===== config.mk =====
export PLATFORM = sky130hd
export DESIGN_NAME = alsu_arbiter
export DESIGN_NICKNAME = d
export VERILOG_FILES = /design/src/rtl/alsu_arbiter.sv
export SDC_FILE = /design/constraint.sdc
export NUM_CORES = 1
export LEC_CHECK = 0
export CAP_MARGIN = 20
export CORE_MARGIN = 4
export CORE_UTILIZATION = 33
export CTS_CLUSTER_DIAMETER = 200
export DETAILED_ROUTE_END_ITERATION = 6
export PLACE_DENSITY_LB_ADDON = 0.08
export SYNTH_ARGS = -nofsm -noshare
export SYNTH_HDL_FRONTEND = slang
export SYNTH_SLANG_ARGS = --single-unit
export TNS_END_PERCENT = 10

===== constraint.sdc =====
create_clock -name clk -period 2.05 [get_ports clk]
set_clock_uncertainty 0.2 [all_clocks]
set_input_delay 0.205 -clock clk [delete_from_list [all_inputs] [get_ports clk]]
set_output_delay 0.205 -clock clk [all_outputs]
set_load 0.02 [all_outputs]

===== src/rtl/alsu_arbiter.sv =====
// Round-robin arbiter sharing one fixed-latency ALSU between two requesters.
// Optional: define ALSU_ARB_ERR_BLOCK_EN to answer invalid ops without issuing them.
module alsu_arbiter #(
  parameter int ALSU_LATENCY   = 2,
  parameter int FIRST_PRIORITY = 0
) (
  input  logic        clk,
  input  logic        rst,
  input  logic [1:0]  req_valid,
  output logic [1:0]  req_ready,
  input  logic [15:0] req_cmd_0,
  input  logic [15:0] req_cmd_1,
  output logic        rsp_valid,
  input  logic        rsp_ready,
  output logic        rsp_id,
  output logic [5:0]  rsp_data,
  output logic        rsp_err,
  output logic        busy,
  output logic [2:0]  alsu_A,
  output logic [2:0]  alsu_B,
  output logic        alsu_cin,
  output logic        alsu_serial_in,
  output logic        alsu_red_op_A,
  output logic        alsu_red_op_B,
  output logic        alsu_bypass_A,
  output logic        alsu_bypass_B,
  output logic        alsu_direction,
  output logic [2:0]  alsu_opcode,
  input  logic [5:0]  alsu_out
);

  typedef enum logic [1:0] {IDLE, ISSUE, WAIT, RESP} state_t;

  localparam logic [2:0] LAST_WAIT  = 3'(ALSU_LATENCY - 1);
  localparam logic       RESET_LAST = (FIRST_PRIORITY == 0);
`ifdef ALSU_ARB_ERR_BLOCK_EN
  localparam logic BLOCK_ERR = 1'b1;
`else
  localparam logic BLOCK_ERR = 1'b0;
`endif

  state_t      state, next_state;
  logic        last_grant;
  logic        grant;
  logic        accept;
  logic        sel_err;
  logic        wait_done;
  logic [15:0] sel_cmd;
  logic [15:0] cmd;
  logic [2:0]  wait_cnt;

  function automatic logic cmd_err(input logic [15:0] c);
    return (c[5] & c[4]) | ((c[7] | c[6]) & (c[5] | c[4]));
  endfunction

  // A lone requester always wins; contention goes to whoever was not served last.
  assign grant     = (req_valid == 2'b11) ? ~last_grant : req_valid[1];
  assign sel_cmd   = grant ? req_cmd_1 : req_cmd_0;
  assign sel_err   = cmd_err(sel_cmd);
  assign accept    = (state == IDLE) && (req_valid != 2'b00);
  assign wait_done = (state == WAIT) && (wait_cnt == LAST_WAIT);

  always_comb begin
    next_state     = state;
    req_ready      = 2'b00;
    rsp_valid      = 1'b0;
    busy           = (state != IDLE);
    alsu_A         = 3'd0;
    alsu_B         = 3'd0;
    alsu_cin       = 1'b0;
    alsu_serial_in = 1'b0;
    alsu_red_op_A  = 1'b0;
    alsu_red_op_B  = 1'b0;
    alsu_opcode    = 3'd0;
    alsu_bypass_A  = 1'b0;
    alsu_bypass_B  = 1'b0;
    alsu_direction = 1'b0;
    case (state)
      IDLE: begin
        if (accept) begin
          req_ready  = grant ? 2'b10 : 2'b01;
          next_state = (BLOCK_ERR && sel_err) ? RESP : ISSUE;
        end
      end
      ISSUE: begin
        alsu_A         = cmd[15:13];
        alsu_B         = cmd[12:10];
        alsu_cin       = cmd[9];
        alsu_serial_in = cmd[8];
        alsu_red_op_A  = cmd[7];
        alsu_red_op_B  = cmd[6];
        alsu_opcode    = cmd[5:3];
        alsu_bypass_A  = cmd[2];
        alsu_bypass_B  = cmd[1];
        alsu_direction = cmd[0];
        next_state     = WAIT;
      end
      WAIT: begin
        if (wait_done) next_state = RESP;
      end
      RESP: begin
        rsp_valid = 1'b1;
        if (rsp_ready) next_state = IDLE;
      end
      default: next_state = IDLE;
    endcase
  end

  always_ff @(posedge clk) begin
    if (rst) begin
      state      <= IDLE;
      last_grant <= RESET_LAST;
      cmd        <= '0;
      wait_cnt   <= '0;
      rsp_data   <= '0;
      rsp_id     <= 1'b0;
      rsp_err    <= 1'b0;
    end else begin
      state <= next_state;
      if (accept) begin
        cmd        <= sel_cmd;
        rsp_id     <= grant;
        rsp_err    <= sel_err;
        last_grant <= grant;
        rsp_data   <= '0;
      end
      if (state == ISSUE) wait_cnt <= '0;
      else if (state == WAIT) wait_cnt <= wait_cnt + 3'd1;
      if (wait_done) rsp_data <= alsu_out;
    end
  end

endmodule

* After elaboration in Yosys (flattened, before gate mapping)
Cells that the tools add are included.
** Cells by class
- Reduce and logical (&&, ||, !) cells :: 8
- Add/sub/neg operators :: 1
- Multiplexer cells :: 22
- Equality and inequality tests :: 8
- Bitwise gates (word level) :: 6
** Operators with widths (number)
- $mux W16 :: 1
- $mux W2 :: 6
- $mux W6 :: 2
- $mux W1 :: 9
- $mux W3 :: 3
- $pmux W2 S4 :: 1
- $eq A2 B2 Y1 const B :: 3
- $ne A2 B2 Y1 const B :: 3
- $reduce_bool A2 Y1 :: 3
- $add A3 B1 Y3 const B :: 1
- $eq A3 B1 Y1 const B :: 1
- $or A1 B1 Y1 :: 3
- $reduce_and A3 Y1 :: 1
- $and A1 B1 Y1 :: 2
- $eq A2 B1 Y1 const B :: 1
- $logic_and A1 B1 Y1 :: 2
- $logic_not A2 Y1 :: 1
- $reduce_or A2 Y1 :: 1
- $not A1 Y1 :: 1
** Word-level totals
- Bits in registers :: 30
- Logic and storage cells :: 52

* Logic depth before layout (Yosys ltp)
- Depth in word-level cells :: 6
- Mapped depth :: 7
- Mapped depth without buffers :: 6

* Worst setup path after synthesis
No wires, ideal clock.
- Kind :: flip-flop to flip-flop
- Start point :: register state[0]
- End point :: register cmd[10]
- Data arrival time :: 1420 ps
- Cell stages (with the launch flop) :: 8
- Setup time :: 128 ps
- Buffers on the path :: 1
- Setup slack :: 303 ps
- Period minus slack after synthesis :: 1747 ps
- Cell sequence :: dfxtp_1 -> inv_1 -> ha_1 -> nand2_1 -> a21oi_2 -> buf_2 -> a222oi_1 -> nor2_1
** Between the ends
- Longest elaborated chain between the ends :: 2
** Ends and longest elaborated chain
- from (decl) :: line 42 : state_t state, next_state;
- from (signal assigned) :: line 119 : state <= next_state;
- $logic_not A2 Y1 :: line 60 : assign accept = (state == IDLE) && (req_valid != 2'b00);
- $logic_and A1 B1 Y1 :: line 60
- to (signal assigned) :: line 121 : cmd <= sel_cmd;
- to (decl) :: line 49 : logic [15:0] cmd;
Every way passes these cells.
A chain may end at the register's enable or synchronous reset.

* Worst setup path after layout
- Start point :: register state[0]
- End point :: output busy
** Between the ends
- Longest elaborated chain between the ends :: 1
** Ends and longest elaborated chain
- $reduce_bool A2 Y1 :: line 67 : busy = (state != IDLE);
- to (decl) :: line 18 : output logic busy,
Every way passes these cells.

==> out/qor.yml <==
power.internal_w: 0.00149
r2r-start: "state[0]"
fp.dieW_um: 73.3
coreArea_um2: 4060
cts-root-buf: "clkbuf_8"
die_area_um2: 5370
hpwl_um: 3150
cp_data_arrival_time_ns: 1.55
numCtsBuffers: 5
syn_inst: 151
fin_cells: 283
cts_sinks: 30
status: "finished, final reports clean"
final_area_um2: 2290
clock_power_share_pct: 17.9
worst_slew_pin_slew_ns: 0.334
leakagePower_nw: 1.01
setup_viol: 0
cts.path.max_buffers: 2
start_util_pct: 34.7
synth-seq-cells: 30
antenna_found_initial: 0
hold_class: "reg2reg"
overflow: 0
maxCapViolCount: 0
cp-end-kind: "output pin"
p_comb_share_pct: 49.5
grt_pass1_vias: 1387
critPathCapture: "busy"
holdWs_ns: 0.290
setup-tns-final_ns: 0
placedCellCount: 276
p_sw_share_pct: 38.1
grtUsageTotal_pct: 15.5
wl_per_cell_um: 14.5
area_delta_synth_final_pct: 62.8
hold_viol: 0
cts_tree: "done"
worstRegToRegCells: 7
yosysSeqAreaShare_pct: 42.7
drive_gt1_share_pct: 12.0
final_common_cell: "clkdlybuf4s50_1"
r2r_slack_ns: 0.19
grt_first_pass_wirelength_um: 6490
slew_headroom_pct: 77.2
power_switching_w: 0.000921
final_core_util_pct: 56.5
final_nets: 282
cp-start-kind: "flip-flop"
ant_nets: 0
io_buffers: 70
routed-via-count: 1415
grt_max_degree: 18
gp_congestion: 0.821
slew_viol_final: 0
routed_wl_um: 4100
drt_iter0_drc: 84
synth_cell_type_count: 34
required_ns: 1.64
rows: 23
io_pins: 71
antennaDiodeCount: 0
rsz0062_at_grt: "false"
route.detailed.drc: 0
cts.htree.levels: 2
synth_fp_nets: 200
placed_area_um2: 2230
avgSynthCellArea_um2: 9.32
period_needed_ns: 1.96
worstSkewPairLatency_ns: 0.27
seq_power_share_pct: 32.7
crit_path_max_fanout: 5
crit_type: "reg2out"
p_per_area_nw_per_um2: 1050
ys_warn_count: 0
cts.clk_slew.worst_paths_ns: 0.06
syn-cell-area_um2: 1410
fmax_ghz: 0.510
vdd_ir_drop_max_v: 0.000477
crit_start: "state[0]"
r2r_end: "cmd[3]"
die_y_um: 73.3
period_share_pct: 95.6
final_cell_mix: "clkdlybuf4s50_1, dfxtp_1, nor2_1"
dr.pass1.iters: 5
vias_per_cell: 5.00
==> worst max-delay path, cell delays in order (launching register included) <==
cell           delay, ns
dfxtp_1             0.41
inv_1               0.09
ha_1                0.25
buf_4               0.16
inv_1               0.05
dlygate4sd2_1       0.32
==> per-layer routing <==
layer / track usage, % / routed length, um / up-vias
li1: - / - / 711
met4: 5.03 / 46 / 0
met5: 0 / 0 / -
met2: 25.6 / 1900 / 64
met1: 18.8 / 1770 / 634
met3: 5.61 / 392 / 6
==> flip-flops by register name (all words and copies together) (netlist names) <==
signal,cells
rsp_err,1
rsp_id,1
rsp_data,6
cmd,16
wait_cnt,3
last_grant,1
state,2
==> stage by stage <==
step | power, W | setup WS, ns
floorplan | 0.00151 | 0.303
global placement | 0.00200 | -0.0477
detailed placement | 0.00203 | -0.0627
CTS | 0.00246 | 0.0308
global route | 0.00260 | 0.00950
finish | 0.00242 | 0.0910
==> cell families after synthesis <==
group | Yosys count | share of synthesized area [%]
and+or+nand+nor | 59 | 20.8
adders and majority gates | 6 | 5.33
xor gates and xnor gates | 2 | 1.24
muxes | 5 | 3.56
buffers and inverters | 14 | 4.89
DFF | 30 | 42.7
AOI/OAI and AO/OA | 35 | 21.5
==> final cells by class <==
type                            instances  area [um^2]
Clock buffer                            5         68.8
Clock inverter                          2         10.0
Fill cell                             366         1770
Inverter                                5         18.8
Multi-Input combinational cell        107          751
Sequential cell                        30          601
Tap cell                               50         62.6
Timing Repair Buffer                   84          781
==> how the worst min path moves through the flow <==
stage                     cells past startpoint  startpoint  slack (ns)          end
after floorplan                               1         rst        0.09  wait_cnt[1]
after detailed placement                      2     rsp_err        0.28      rsp_err
final                                         2      cmd[2]        0.29       cmd[2]
after CTS                                     2     rsp_err        0.30      rsp_err
after global routing                          2      cmd[1]        0.32       cmd[1]
after global placement                        2      rsp_id        0.27       rsp_id
==> power groups by stage <==
stage	Clock, W	Sequential, W	Combinational (W)
after detailed placement	0	0.000796	0.00124
after floorplan	0	0.000799	0.000715
after global placement	0	0.000787	0.00121
after CTS	0.000457	0.000789	0.00121
final	0.000432	0.000789	0.00119
after global routing	0.000481	0.000801	0.00132
==> Yosys cell counts <==
| cell type | n | area [um^2] |
|---|---|---|
| inv_1 | 5 | 18.8 |
| nand2b_1 | 1 | 6.26 |
| a222oi_1 | 12 | 120 |
| buf_8 | 1 | 15.0 |
| xor2_1 | 1 | 8.76 |
| nor2_2 | 1 | 6.26 |
| a221oi_2 | 1 | 15.0 |
| nand2_1 | 2 | 7.51 |
| o21ai_0 | 2 | 10.0 |
| and2_1 | 16 | 100 |
| o21a_1 | 1 | 7.51 |
| and3b_1 | 1 | 8.76 |
| nand3b_1 | 1 | 7.51 |
| a22oi_1 | 6 | 45.0 |
| xnor2_1 | 1 | 8.76 |
| a21oi_2 | 1 | 8.76 |
| nor2_1 | 28 | 105 |
| o21ai_1 | 1 | 5.00 |
| nor3_1 | 5 | 25.0 |
| and2_4 | 1 | 8.76 |
| nor2b_1 | 1 | 6.26 |
| a21boi_4 | 1 | 18.8 |
| a21oi_1 | 2 | 10.0 |
| o31ai_1 | 2 | 15.0 |
| a211o_1 | 1 | 8.76 |
| buf_2 | 4 | 20.0 |
| a2111oi_0 | 1 | 8.76 |
| clkbuf_1 | 4 | 15.0 |
| dfxtp_1 | 30 | 601 |
| a211oi_1 | 4 | 30.0 |
| mux2i_1 | 5 | 50.1 |
| ha_1 | 6 | 75.1 |
| nand3_1 | 1 | 5.00 |
| and3_1 | 1 | 6.26 |
==> what timing repair did <==
item                                    CTS  global route
hold buffers                              0             0
gates resized for setup                  21             3
buffers inserted                          0             0
endpoints found under the setup margin   19             2
Note: power is estimated with default switching activity, not from simulation.
